[config.mk]
export PLATFORM = sky130hd
export DESIGN_NAME = led_pattern_gen_flat
export DESIGN_NICKNAME = d
export VERILOG_FILES = /design/src/rtl/led_pattern_gen_pkg.sv /design/src/rtl/led_pattern_gen_if.sv /design/src/rtl/led_pattern_gen_tick_prescaler.sv /design/src/rtl/led_pattern_gen.sv /design/src/flat_wrapper.sv
export SDC_FILE = /design/constraint.sdc
export NUM_CORES = 1
export LEC_CHECK = 0
export CORE_MARGIN = 4
export CORE_UTILIZATION = 40
export CTS_CLUSTER_DIAMETER = 120
export CTS_CLUSTER_SIZE = 24
export DETAILED_ROUTE_END_ITERATION = 16
export GPL_ROUTABILITY_DRIVEN = 1
export PLACE_DENSITY = 0.67
export SLEW_MARGIN = 20
export SYNTH_ARGS = -nofsm -noshare
export SYNTH_HDL_FRONTEND = slang
export SYNTH_SLANG_ARGS = --single-unit
export TNS_END_PERCENT = 50
[constraint.sdc]
create_clock -name CLK -period 9.38 [get_ports CLK]
set_input_delay 2.345 -clock CLK [delete_from_list [all_inputs] [get_ports CLK]]
set_output_delay 2.345 -clock CLK [all_outputs]
set_load 0.01 [all_outputs]
[src/rtl/led_pattern_gen_pkg.sv]
// Shared definitions for the LED pattern generator.
//   - led_mode_e     : per-channel mode encoding (OFF/ON/BLINK/ONESHOT)
//   - LED_MODE_WIDTH : bits per channel in the packed mode bus
//   - LED_DUTY_WIDTH : bits per channel in the packed duty bus (PWM dimming build)
//   - clogb2()       : bits needed to count 0..value-1 (minimum 1)
package led_pattern_pkg;

  localparam int unsigned LED_MODE_WIDTH = 2;
  localparam int unsigned LED_DUTY_WIDTH = 4;

  typedef enum logic [LED_MODE_WIDTH-1:0] {
    LED_MODE_OFF     = 2'd0,
    LED_MODE_ON      = 2'd1,
    LED_MODE_BLINK   = 2'd2,
    LED_MODE_ONESHOT = 2'd3
  } led_mode_e;

  function automatic int unsigned clogb2(input int unsigned value);
    int unsigned v;
    int unsigned r;
    v = (value > 1) ? value - 1 : 1;
    r = 0;
    while (v > 0) begin
      r++;
      v = v >> 1;
    end
    return r;
  endfunction

endpackage

[src/rtl/led_pattern_gen_if.sv]
// Channel-control bundle for led_pattern_gen.
//   master : drives ch_mode, ch_period, ch_trig (and ch_duty); observes tick, ch_busy, led_out
//   slave  : the generator itself
// Build option: LED_PWM_DIM_EN adds the per-channel ch_duty field.
interface led_pattern_gen_if
  import led_pattern_pkg::*;
#(
  parameter int unsigned NUM_CH       = 4,
  parameter int unsigned PERIOD_WIDTH = 12
) ();

  logic [LED_MODE_WIDTH*NUM_CH-1:0] ch_mode;
  logic [PERIOD_WIDTH*NUM_CH-1:0]   ch_period;
  logic [NUM_CH-1:0]                ch_trig;
`ifdef LED_PWM_DIM_EN
  logic [LED_DUTY_WIDTH*NUM_CH-1:0] ch_duty;
`endif
  logic                             tick;
  logic [NUM_CH-1:0]                ch_busy;
  logic [NUM_CH-1:0]                led_out;

  modport master (
`ifdef LED_PWM_DIM_EN
    output ch_duty,
`endif
    output ch_mode, ch_period, ch_trig,
    input  tick, ch_busy, led_out
  );

  modport slave (
`ifdef LED_PWM_DIM_EN
    input  ch_duty,
`endif
    input  ch_mode, ch_period, ch_trig,
    output tick, ch_busy, led_out
  );

endinterface

[src/rtl/led_pattern_gen_tick_prescaler.sv]
// tick_prescaler: divides CLK down to a one-cycle TICK every TICK_MAX cycles,
// TICK_MAX = CLOCK_FREQ_MHZ * TICK_USEC (>= 2).
//   CLK   in  clock
//   RESET in  asynchronous reset, active-high
//   TICK  out registered one-cycle pulse
// The count is split into a low segment of SEG_WIDTH bits and an upper remainder; the carry
// between them is registered so no long increment chain spans the whole counter.
module tick_prescaler
  import led_pattern_pkg::*;
#(
  parameter int unsigned CLOCK_FREQ_MHZ = 250,
  parameter int unsigned TICK_USEC      = 1000,
  parameter int unsigned SEG_WIDTH      = 8
) (
  input  logic CLK,
  input  logic RESET,
  output logic TICK
);

  localparam int unsigned TickMax  = CLOCK_FREQ_MHZ * TICK_USEC;
  localparam int unsigned CntWidth = clogb2(TickMax);
  localparam int unsigned LoWidth  = (CntWidth > SEG_WIDTH) ? SEG_WIDTH : CntWidth;
  localparam int unsigned HiWidth  = (CntWidth > LoWidth) ? CntWidth - LoWidth : 1;
  localparam logic [CntWidth-1:0] CmpVal = CntWidth'(TickMax - 2);

  logic [LoWidth-1:0]  lo_q, lo_d;
  logic [HiWidth-1:0]  hi_q, hi_d;
  logic                carry_q, carry_d;
  logic                tick_q, tick_d;
  logic [CntWidth-1:0] cnt;

  // With a single segment the upper part is a dummy bit that the cast drops.
  assign cnt = CntWidth'({hi_q, lo_q});

  always_comb begin
    // Decided one cycle early so TICK itself is a plain flop.
    tick_d = (cnt == CmpVal);
    if (tick_q) begin
      lo_d = '0;
      hi_d = '0;
    end else begin
      lo_d = lo_q + 1'b1;
      hi_d = carry_q ? hi_q + 1'b1 : hi_q;
    end
    // carry_q is high exactly while the low segment sits at all-ones.
    carry_d = (lo_d == '1);
  end

  always_ff @(posedge CLK or posedge RESET) begin
    if (RESET) begin
      lo_q    <= '0;
      hi_q    <= '0;
      carry_q <= 1'b0;
      tick_q  <= 1'b0;
    end else begin
      lo_q    <= lo_d;
      hi_q    <= hi_d;
      carry_q <= carry_d;
      tick_q  <= tick_d;
    end
  end

  assign TICK = tick_q;

endmodule

[src/rtl/led_pattern_gen.sv]
// led_pattern_gen: multi-channel LED pattern generator.
//   CLK   in  clock
//   RESET in  asynchronous reset, active-high
//   bus   led_pattern_gen_if.slave:
//           ch_mode   per-channel mode (OFF/ON/BLINK/ONESHOT)
//           ch_period BLINK half-period / ONESHOT length in ticks (0 acts as 1)
//           ch_trig   ONESHOT trigger, rising edge acts
//           ch_duty   per-channel 4-bit duty (LED_PWM_DIM_EN builds only)
//           tick      shared one-cycle tick
//           ch_busy   ONESHOT pulse in progress
//           led_out   registered LED drive
// Build option: LED_PWM_DIM_EN enables 16-step PWM dimming of led_out.
module led_pattern_gen
  import led_pattern_pkg::*;
#(
  parameter int unsigned CLOCK_FREQ_MHZ = 250,
  parameter int unsigned TICK_USEC      = 1000,
  parameter int unsigned NUM_CH         = 4,
  parameter int unsigned PERIOD_WIDTH   = 12,
  parameter int unsigned SEG_WIDTH      = 8
) (
  input logic               CLK,
  input logic               RESET,
  led_pattern_gen_if.slave  bus
);

  logic              tick;
  logic [NUM_CH-1:0] led_vec;
  logic [NUM_CH-1:0] busy_vec;

  tick_prescaler #(
    .CLOCK_FREQ_MHZ (CLOCK_FREQ_MHZ),
    .TICK_USEC      (TICK_USEC),
    .SEG_WIDTH      (SEG_WIDTH)
  ) u_prescaler (
    .CLK   (CLK),
    .RESET (RESET),
    .TICK  (tick)
  );

  assign bus.tick    = tick;
  assign bus.led_out = led_vec;
  assign bus.ch_busy = busy_vec;

`ifdef LED_PWM_DIM_EN
  logic [LED_DUTY_WIDTH-1:0] frame_q;

  always_ff @(posedge CLK or posedge RESET) begin
    if (RESET) frame_q <= '0;
    else       frame_q <= frame_q + 1'b1;
  end
`endif

  for (genvar i = 0; i < NUM_CH; i++) begin : g_ch
    led_mode_e             mode, mode_q;
    logic [PERIOD_WIDTH-1:0] period;
    logic [PERIOD_WIDTH-1:0] cnt_q, cnt_d;
    logic [PERIOD_WIDTH:0]   cnt_inc;
    logic                    at_end;
    logic                    led_q, led_d;
    logic                    busy_q, busy_d;
    logic                    trig_q;
    logic                    rise;

    assign mode    = led_mode_e'(bus.ch_mode[i*LED_MODE_WIDTH +: LED_MODE_WIDTH]);
    assign period  = bus.ch_period[i*PERIOD_WIDTH +: PERIOD_WIDTH];
    assign cnt_inc = {1'b0, cnt_q} + {{PERIOD_WIDTH{1'b0}}, 1'b1};
    // cnt+1 is never below 1, so a zero period naturally behaves as one; the >= also
    // catches a period shrunk below the running count.
    assign at_end  = (cnt_inc >= {1'b0, period});
    assign rise    = bus.ch_trig[i] & ~trig_q;

    always_comb begin
      led_d  = led_q;
      busy_d = busy_q;
      cnt_d  = cnt_q;
      if (mode != mode_q) begin
        cnt_d  = '0;
        busy_d = 1'b0;
        led_d  = (mode == LED_MODE_ON) || (mode == LED_MODE_BLINK);
      end else begin
        unique case (mode)
          LED_MODE_OFF: begin
            led_d  = 1'b0;
            busy_d = 1'b0;
            cnt_d  = '0;
          end
          LED_MODE_ON: begin
            led_d  = 1'b1;
            busy_d = 1'b0;
            cnt_d  = '0;
          end
          LED_MODE_BLINK: begin
            busy_d = 1'b0;
            if (tick) begin
              if (at_end) begin
                led_d = ~led_q;
                cnt_d = '0;
              end else begin
                cnt_d = cnt_inc[PERIOD_WIDTH-1:0];
              end
            end
          end
          LED_MODE_ONESHOT: begin
            // A fresh edge beats an end-of-pulse tick, so retriggering always extends.
            if (rise) begin
              led_d  = 1'b1;
              busy_d = 1'b1;
              cnt_d  = '0;
            end else if (busy_q && tick) begin
              if (at_end) begin
                led_d  = 1'b0;
                busy_d = 1'b0;
                cnt_d  = '0;
              end else begin
                cnt_d = cnt_inc[PERIOD_WIDTH-1:0];
              end
            end
          end
        endcase
      end
    end

    always_ff @(posedge CLK or posedge RESET) begin
      if (RESET) begin
        mode_q <= LED_MODE_OFF;
        cnt_q  <= '0;
        led_q  <= 1'b0;
        busy_q <= 1'b0;
        trig_q <= 1'b0;
      end else begin
        mode_q <= mode;
        cnt_q  <= cnt_d;
        led_q  <= led_d;
        busy_q <= busy_d;
        // Sampled in every mode so entering ONESHOT with the trigger held high is no edge.
        trig_q <= bus.ch_trig[i];
      end
    end

    assign busy_vec[i] = busy_q;

`ifdef LED_PWM_DIM_EN
    logic [LED_DUTY_WIDTH-1:0] duty;
    logic                      led_out_q;

    assign duty = bus.ch_duty[i*LED_DUTY_WIDTH +: LED_DUTY_WIDTH];

    // Built from led_d so dimming adds no latency over the undimmed build.
    always_ff @(posedge CLK or posedge RESET) begin
      if (RESET) led_out_q <= 1'b0;
      else       led_out_q <= led_d & ((duty == '1) | (frame_q < duty));
    end

    assign led_vec[i] = led_out_q;
`else
    assign led_vec[i] = led_q;
`endif
  end

endmodule

[src/flat_wrapper.sv]
// flat-port wrapper written by rule: the top's interface ports become plain ports
module led_pattern_gen_flat import led_pattern_pkg::*;
#(
  parameter int unsigned CLOCK_FREQ_MHZ = 250,
  parameter int unsigned TICK_USEC      = 1000,
  parameter int unsigned NUM_CH         = 4,
  parameter int unsigned PERIOD_WIDTH   = 12,
  parameter int unsigned SEG_WIDTH      = 8
)
  (CLK, RESET, bus_ch_mode, bus_ch_period, bus_ch_trig, bus_tick, bus_ch_busy, bus_led_out);
  led_pattern_gen_if #(.NUM_CH(NUM_CH), .PERIOD_WIDTH(PERIOD_WIDTH)) bus_i ();
  input logic CLK;
  input logic RESET;
  input wire logic [$bits(bus_i.ch_mode)-1:0] bus_ch_mode;
  input wire logic [$bits(bus_i.ch_period)-1:0] bus_ch_period;
  input wire logic [$bits(bus_i.ch_trig)-1:0] bus_ch_trig;
  output wire logic [$bits(bus_i.tick)-1:0] bus_tick;
  output wire logic [$bits(bus_i.ch_busy)-1:0] bus_ch_busy;
  output wire logic [$bits(bus_i.led_out)-1:0] bus_led_out;
  assign bus_i.ch_mode = bus_ch_mode;
  assign bus_i.ch_period = bus_ch_period;
  assign bus_i.ch_trig = bus_ch_trig;
  assign bus_tick = bus_i.tick;
  assign bus_ch_busy = bus_i.ch_busy;
  assign bus_led_out = bus_i.led_out;
  led_pattern_gen #(.CLOCK_FREQ_MHZ(CLOCK_FREQ_MHZ), .TICK_USEC(TICK_USEC), .NUM_CH(NUM_CH), .PERIOD_WIDTH(PERIOD_WIDTH), .SEG_WIDTH(SEG_WIDTH)) u_core (.CLK(CLK), .RESET(RESET), .bus(bus_i));
endmodule
* After elaboration in Yosys (flattened, before gate mapping) *
Cells that the tools add are included.
Widths: inputs -> output; s select.

cells by class
  add/sub/neg operators = 6
  order comparisons = 4
  equal/unequal tests = 34
  muxes and demuxes = 63
  bitwise gates (word level) = 12
  reductions and logical operators = 33

operator list
  kind                   count
  $mux 12                20
  $pmux 12 s3            4
  $add 12x1->13 const B  4
  $ge 13x12->1           4
  $ne 4x1->1 const B     8
  $mux 1                 28
  $mux 10                2
  $eq 18x18->1 const B   1
  $eq 2x2->1 const B     8
  $pmux 1 s4             4
  $reduce_and 2->1       8
  $reduce_and 4->1       4
  $ne 3x1->1 const B     4
  $ne 3x2->1 const B     4
  $reduce_or 3->1        4
  $add 10x1->10 const B  1
  $add 8x1->8 const B    1
  $eq 2x1->1 const B     4
  $eq 8x8->1 const B     1
  $logic_not 2->1        4
  $mux 8                 1
  $ne 2x2->1             4
  $not 1->1              8
  $pmux 1 s2             4
  other kinds (5)        17

word-level totals
  bits in registers = 88
  output and inout port bits = 9
  word-level logic and storage cells = 176

* Depth between registers and ports, before layout *
Gate-level depths: netlist of run 1.

  depth after elaboration = 7
  gate-level depth with buffers = 14
  mapped depth without buffers = 12

* Modules after synthesis *
From an unflattened synthesis of run 1, not the netlist that was laid out.

unflattened totals
  cell total of the unflattened synthesis = 727
  area total of the unflattened synthesis = 6401.1 um^2

by module, submodules not included
  module           instances  cells each  area each (um^2)
  led_pattern_gen  1          631         5424.0
  tick_prescaler   1          96          977.2

* Worst setup path after synthesis of run 1 *
No wires, ideal clock.

  kind = input-to-reg
  start point = input bus_ch_period[30]
  end point = register u_core.g_ch[2].led_q
  setup time = 0.128 ns
  arrival time = 4.126 ns
  required time = 9.252 ns
  path slack = 5.126 ns
  cell stages on the path = 8
  cell sequence = inv_1 -> ha_1 -> a211oi_1 -> nor2_1 -> o31a_1 -> o311a_1 -> o32ai_1 -> mux2_1

on the way
  cells in the longest elaborated chain, start to end = 3

ends and longest elaborated chain
  item                                                       line                    RTL
  start, declared                                            flat_wrapper.sv:15      input wire logic [$bits(bus_i.ch_period)-1:0] bus_ch_period;
  $ge 13x12->1 (*)                                           led_pattern_gen.sv:70   assign at_end = (cnt_inc >= {1'b0, period});
  $ne 4x1->1 (no line) / $ne 3x1->1 (equally long branches)  n/a
  $reduce_and 4->1 (no line) (*)                             n/a
  end signal, assigned                                       led_pattern_gen.sv:134  led_q <= led_d;
  end, declared                                              led_pattern_gen.sv:60   logic led_q, led_d;

Mark *: on every way between the ends. The rest lies on a longest branch, timed or not.
A chain may end at the register's enable or synchronous reset.

* Final worst setup path of run 1 *
  start point = input bus_ch_period[22]
  end point = register u_core.g_ch[1].cnt_q[8]

on the way
  cells in the longest elaborated chain, start to end = 6

ends and longest elaborated chain
  item                  line                                           RTL
  $ge 13x12->1 (*)      led_pattern_gen.sv:70
  $mux 12 (*)           led_pattern_gen.sv:96, led_pattern_gen.sv:111
  $mux 12               led_pattern_gen.sv:110                         end else if (busy_q && tick) begin
  $mux 12               led_pattern_gen.sv:106                         if (rise) begin
  $pmux 12 s3 (*)       led_pattern_gen.sv:82                          unique case (mode)
  $mux 12 (*)           led_pattern_gen.sv:77                          if (mode != mode_q) begin
  end signal, assigned  led_pattern_gen.sv:133                         cnt_q <= cnt_d;
  end, declared         led_pattern_gen.sv:57                          logic [PERIOD_WIDTH-1:0] cnt_q, cnt_d;

Mark *: on every way between the ends. The rest lies on a longest branch, timed or not. The select of a mux whose other input is x is not followed.

==> results.py, run 1 <==
metrics = {
    "run_status": {
        "status": "finished, final reports clean",
    },
    "layout": {
        "drive_gt1_frac": 0.0397,
        "instances_no_fill": 967,
        "antennaDiodeCount": 0,
        "layout.cell_area.non_filler_um2": 7390,
        "nFillCells": 1437,
        "area.growth.synth_to_final_pct": 18.4,
        "utilization": 0.484,
        "multi_input_area_um2": 3650,
        "register_area_um2": 2200,
        "fin_nets": 881,
    },
    "die": {
        "start_util": 0.409,
        "pin_count": 71,
        "core-area_um2": 15300,
        "die-width_um": 133,
        "die-area_um2": 17700,
        "die_h_um": 133,
        "placementRows": 45,
    },
    "power_and_ir_drop": {
        "p_comb_frac": 0.109,
        "clockPowerShare": 0.432,
        "switching_power_uw": 206,
        "seq_power_share": 0.460,
        "total_power_uw": 848,
        "ir_worst_vdd_mv": 0.0983,
        "swShare": 0.242,
        "power_leakage_uw": 0.00361,
        "intPower_uw": 642,
        "power_density_nw_per_um2": 115,
    },
    "global_route": {
        "grt_pass1_vias": 4616,
        "grt_antenna_before_repair": 0,
        "grt_overflow_total": 0,
        "grt_pass1_wl_um": 21200,
        "grt_usage": 0.141,
        "grt_max_degree": 52,
    },
    "logic_synthesis": {
        "ys_seq_elements": 88,
        "avgSynthCellArea_um2": 9.01,
        "synthCells": 692,
        "yosys_warnings": 0,
        "synth_edf_count": 0,
        "synthesis.nets": 822,
        "synth_flop_cell": "dfrtp_1",
        "ys_seq_area_frac": 0.353,
        "synth_cell_type_count": 56,
        "synthesis.area_um2": 6240,
        "synthArstFlopShare": 1.00,
    },
    "critical_path": {
        "startpoint_type": "input pin",
        "arrival_ns": 5.07,
        "critPathKind": "input pin to register",
        "slowest_stage": "nor4_4",
        "end_kind": "register",
        "path_common_cell": "a21o_1",
        "cp_slowest_stage_delay_ns": 0.83,
        "path_buf_inv": 2,
        "critPathRequiredTime_ns": 9.64,
        "cp_max_fo": 19,
        "cp_top_family": "compound AO/OA/AOI/OAI gates",
        "worstPathCellList": "clkdlybuf4s50_1 > inv_1 > ha_1 > a21o_1 > a21o_1 > a211o_1 > nor4_4 > o21ai_1 > a31oi_1",
    },
    "placement": {
        "dp_cells": 951,
        "hpwl_um": 8950,
        "gp_congestion": 0.805,
        "portBuffers": 70,
        "placed_area_um2": 7080,
    },
    "route": {
        "drt_pass1_iterations": 4,
        "routed_wl_um": 12100,
        "drc_errors": 0,
        "wl_per_cell_um": 12.6,
        "num_vias": 4970,
        "postRouteAntennaNets": 0,
        "drt_iter0_markers": 237,
        "viasPerCell": 5.14,
    },
    "timing": {
        "tns_ns": 0,
        "setup_viol": 0,
        "post-route-period-util": 0.513,
        "clock_skew_ns": 0.0100,
        "finalCriticalPeriod_ns": 4.81,
        "rsz0062_at_grt": "false",
        "max_freq_mhz": 208,
        "worst_pin_slew_ns": 0.911,
        "drv_slew": 0,
        "slew_headroom": 0.388,
        "final_hold_viol_count": 0,
    },
    "clock_tree": {
        "cts_sinks": 88,
        "root_buffer": "clkbuf_16",
        "postCtsSetupBuffers": 0,
        "numCtsBuffers": 9,
        "htreeDepth": 3,
        "clk_pin_slew_worst_paths_ns": 0.07,
        "postCtsHoldBufs": 0,
        "clock_latency_ns": 0.34,
        "cts_tree": "done",
        "ctsResizeCount": 0,
        "clockBufferDepth": 2,
    },
    "min_path": {
        "hold_class": "register to register",
    },
    "run": {
        "drv_cap": 0,
    },
}
## worst paths after layout
path / from / end / slack, ns / cells after the start
min in group asynchronous: RESET / u_core.g_ch[1].cnt_q[4]$_DFFE_PP0P_ / 2.41 / 2
min: u_core.g_ch[2].led_q$_DFFE_PP0P_ / u_core.g_ch[2].led_q$_DFFE_PP0P_ / 0.51 / 1
max: bus_ch_period[22] / u_core.g_ch[1].cnt_q[8]$_DFFE_PP0P_ / 4.57 / 9
max in group asynchronous: RESET / u_core.u_prescaler.hi_q[2]$_DFFE_PP0P_ / 5.87 / 3
min reg2reg: u_core.g_ch[2].led_q$_DFFE_PP0P_ / u_core.g_ch[2].led_q$_DFFE_PP0P_ / 0.51 / 1
max reg2reg: u_core.g_ch[1].cnt_q[2]$_DFFE_PP0P_ / u_core.g_ch[1].cnt_q[8]$_DFFE_PP0P_ / 5.52 / 12
## Yosys cell counts, types with 3 or more instances
cell,n,area [um2]
xor2_1,34,298
o21ai_1,5,25.0
xnor2_1,28,245
buf_4,9,67.6
or2_2,4,25.0
nand4_1,22,138
nor4_1,5,31.3
nand2_1,55,206
dfrtp_1,88,2200
o21ai_0,20,100
a31oi_1,18,113
a21oi_1,27,135
mux2i_1,3,30.0
a22o_1,19,166
nor2b_1,4,25.0
and3_1,14,87.6
nand2b_1,16,100
nor3b_1,4,30.0
inv_1,66,248
and4_1,4,35.0
mux2_1,3,33.8
o31a_1,4,35.0
nor3_1,8,40.0
o211ai_1,9,67.6
and2_1,6,37.5
a41oi_1,3,26.3
clkbuf_1,10,37.5
o221ai_1,4,35.0
a21o_1,14,105
nor2_1,45,169
ha_1,68,851
nand3_1,38,190
a211oi_1,3,22.5
## state kept, by name, indices dropped and copies added (netlist names)
name,count
u_core.u_prescaler.carry_q,1
u_core.g_ch.busy_q,4
u_core.g_ch.cnt_q,48
u_core.u_prescaler.TICK,1
u_core.u_prescaler.hi_q,10
u_core.g_ch.mode_q,8
u_core.u_prescaler.lo_q,8
u_core.g_ch.trig_q,4
u_core.g_ch.led_q,4
## layer usage
metal | share of wire | track usage | vias up
met5 | 0 | 0 | -
met4 | 0.011 | 0.0358 | 0
met3 | 0.035 | 0.0308 | 8
met2 | 0.44 | 0.225 | 82
met1 | 0.51 | 0.196 | 2309
li1 | - | - | 2571
## worst register-to-register path, stage by stage (launching register included)
cell and delay (ns):
dfrtp_1 0.48, and3_1 0.21, and3_1 0.26, and3_1 0.25, and3_1 0.23, xor2_1 0.18
ha_1 0.26, and3_1 0.19, nor3b_1 0.14, a211o_1 0.35, nor4_4 0.83, o21ai_1 0.17
a31oi_1 0.23
## through the flow
step	setup slack, ns	hold WS, ns
floorplan	4.76	0.479
global placement	4.27	0.496
detailed placement	4.21	0.499
CTS	4.55	0.514
global route	4.34	0.542
finish	4.57	0.510
## logic make-up after synthesis
| kind of cell | count (synthesis) | synth area share |
|---|---|---|
| buffers and inverters | 91 | 0.0618 |
| DFF | 88 | 0.353 |
| xor gates and xnor gates | 62 | 0.0871 |
| adders and majority gates | 68 | 0.136 |
| muxes | 8 | 0.0138 |
| AOI/OAI and AO/OA | 142 | 0.155 |
| and+or+nand+nor | 233 | 0.193 |
## layout make-up
| type | count | area share |
|---|---|---|
| timing repair buffer | 72 | 0.0969 |
| inverter | 67 | 0.0342 |
| clock buffer | 9 | 0.0305 |
| tap | 211 | 0.0357 |
| clock inverter | 7 | 0.0105 |
| multi-input combinational | 513 | 0.494 |
| sequential | 88 | 0.298 |
## placed cells by master (no fill, tap or decap), types with 4 or more instances in the layout
cell type / count
a21o_1: 14
a21oi_1: 27
a22o_1: 19
a31oi_1: 18
and2_1: 6
and3_1: 14
and4_1: 4
clkbuf_16: 9
clkdlybuf4s50_1: 70
dfrtp_1: 88
ha_1: 68
inv_1: 65
nand2_1: 55
nand2b_1: 16
nand3_1: 38
nand4_1: 22
nor2_1: 45
nor2b_1: 4
nor3_1: 8
nor3b_1: 4
nor4_1: 5
o211ai_1: 9
o21ai_0: 20
o21ai_1: 5
o221ai_1: 4
o31a_1: 4
or2_2: 4
xnor2_1: 28
xor2_1: 34
## power groups by stage
stage / Clock (uW) / Combinational (uW) / Sequential, uW
finish: 366 / 92.2 / 390
global route: 392 / 105 / 390
CTS: 379 / 94.1 / 390
detailed placement: 0 / 93.6 / 397
global placement: 0 / 93.0 / 397
floorplan: 0 / 52.2 / 396
(Power assumes the default switching activity.)
==> run 2: changes to the inputs <==
Clock period 9.38 ns to 4.7 ns, I/O delays scaled along.
==> run 2 against run 1 <==
Die area did not move. Clock skew rose by 0.0019 ns. Setup slack got worse by 3.7 ns. Final cell count rose by 0.21%. Global-route usage rose by 0.42 points. Via count rose by 0.20%. Power rose by 96%. Critical endpoint is now u_core.g_ch[2].cnt_q[5]$_DFFE_PP0P_. Critical path type is now register to register.
==> results.py, run 2 (synthesis gave the netlist of run 1 again) <==
metrics = {
    "layout": {
        "top_regs": "u_core.g_ch.cnt_q x48, u_core.u_prescaler.hi_q x10",
        "instances_no_fill": 969,
        "fin_nets": 883,
        "top_register": "u_core.g_ch.cnt_q",
        "largest_reg_flops": 48,
        "mostFrequentLayoutCells": "88 x dfrtp_1, 70 x clkdlybuf4s50_1, 68 x ha_1",
        "layout.cell_area.non_filler_um2": 7400,
        "final_common_cell": "dfrtp_1",
        "drive_gt1_frac": 0.0422,
        "antennaDiodeCount": 0,
        "nFillCells": 1447,
        "area.growth.synth_to_final_pct": 18.7,
    },
    "clock_tree": {
        "postCtsSetupBuffers": 0,
        "numCtsBuffers": 9,
        "clk_pin_slew_worst_paths_ns": 0.07,
        "root_buffer": "clkbuf_16",
        "cts_tree": "done",
        "clockBufferDepth": 2,
        "clock_latency_ns": 0.36,
        "htreeDepth": 3,
        "postCtsHoldBufs": 0,
        "cts_sinks": 88,
        "ctsResizeCount": 0,
    },
    "die": {
        "die_h_um": 133,
        "placementRows": 45,
        "die-width_um": 133,
        "die-area_um2": 17700,
        "start_util": 0.409,
        "pin_count": 71,
        "core-area_um2": 15300,
    },
    "timing": {
        "worst_pin_slew_ns": 0.901,
        "final_hold_viol_count": 0,
        "tns_ns": 0,
        "slew_headroom": 0.395,
        "setup_viol": 0,
        "post-route-period-util": 0.808,
        "clock_skew_ns": 0.0120,
        "max_freq_mhz": 263,
        "rsz0062_at_grt": "false",
        "drv_slew": 0,
        "finalCriticalPeriod_ns": 3.80,
    },
    "route": {
        "viasPerCell": 5.14,
        "drt_pass1_iterations": 4,
        "drc_errors": 0,
        "num_vias": 4980,
        "drt_iter0_markers": 256,
        "routed_wl_um": 12300,
        "wl_per_cell_um": 12.6,
        "postRouteAntennaNets": 0,
    },
    "placement": {
        "dp_cells": 953,
        "placed_area_um2": 7110,
        "portBuffers": 70,
        "hpwl_um": 9000,
        "gp_congestion": 0.792,
    },
    "critical_path": {
        "critPathRequiredTime_ns": 4.97,
        "critPathKind": "register to register",
        "cp_max_fo": 19,
        "end_kind": "register",
        "arrival_ns": 4.07,
        "startpoint_type": "register",
    },
    "run_status": {
        "status": "finished, final reports clean",
    },
    "global_route": {
        "grt_pass1_vias": 4696,
        "grt_pass1_wl_um": 21600,
        "grt_overflow_total": 0,
        "grt_max_degree": 47,
        "grt_usage": 0.146,
        "grt_antenna_before_repair": 0,
    },
    "power_and_ir_drop": {
        "power_leakage_uw": 0.00362,
        "power_density_nw_per_um2": 225,
        "ir_worst_vdd_mv": 0.193,
    },
    "min_path": {
        "hold_class": "register to register",
    },
    "run": {
        "drv_cap": 0,
    },
}
run 2: path summary, 6_finish.rpt:
path	to	cells after the start	start	slack [ns]
worst max-delay path	u_core.g_ch[2].cnt_q[5]$_DFFE_PP0P_	12	u_core.g_ch[2].cnt_q[2]$_DFFE_PP0P_	0.90
worst min-delay path	u_core.g_ch[2].led_q$_DFFE_PP0P_	1	u_core.g_ch[2].led_q$_DFFE_PP0P_	0.51
worst max register to register	u_core.g_ch[2].cnt_q[5]$_DFFE_PP0P_	12	u_core.g_ch[2].cnt_q[2]$_DFFE_PP0P_	0.90
worst min register to register	u_core.g_ch[2].led_q$_DFFE_PP0P_	1	u_core.g_ch[2].led_q$_DFFE_PP0P_	0.51
max in group asynchronous	u_core.g_ch[2].trig_q$_DFF_PP0_	3	RESET	2.73
min in group asynchronous	u_core.g_ch[0].cnt_q[2]$_DFFE_PP0P_	2	RESET	1.27
run 2: area by class of cell:
cell class / instances / area, um2 / share of cell area
clock inverter: 7 / 63.8 / 0.00862
clock buffer: 9 / 225 / 0.0304
tap: 211 / 264 / 0.0357
multi-input combinational: 513 / 3650 / 0.493
timing repair buffer: 74 / 743 / 0.100
sequential: 88 / 2200 / 0.298
inverter: 67 / 253 / 0.0342
run 2: routing by layer:
metal	GRT usage	wire [um]
met4	0.0312	104
met1	0.203	6180
met3	0.0399	517
met2	0.227	5460
met5	0	0
run 2: through the flow:
| stage | util | hold WS (ns) | total power (uW) | setup WS (ns) |
|---|---|---|---|---|
| global placement | 0.466 | 0.495 | 979 | 0.879 |
| global route | 0.485 | 0.547 | 1750 | 0.437 |
| floorplan | - | 0.479 | 894 | 1.25 |
| CTS | 0.485 | 0.525 | 1700 | 0.920 |
| detailed placement | 0.466 | 0.509 | 981 | 0.799 |
| finish | 0.485 | 0.514 | 1670 | 0.902 |
run 2: worst max-delay path, cell delays in order (launching register included):
cell	delay [ns]
dfrtp_1	0.49
nand3_1	0.18
nor3_1	0.40
and3_1	0.31
nand3_1	0.11
xnor2_1	0.22
ha_1	0.28
and3_1	0.20
nor3b_1	0.15
o31a_1	0.15
nor4_4	0.83
o21ai_0	0.20
a31oi_1	0.20
run 2: where the power goes:
part           switching [uW]  internal [uW]  leakage, uW
registers                7.85            770      0.00118
clock network             332            370     0.000136
logic                    88.9           96.9      0.00230
total                     429           1240      0.00362
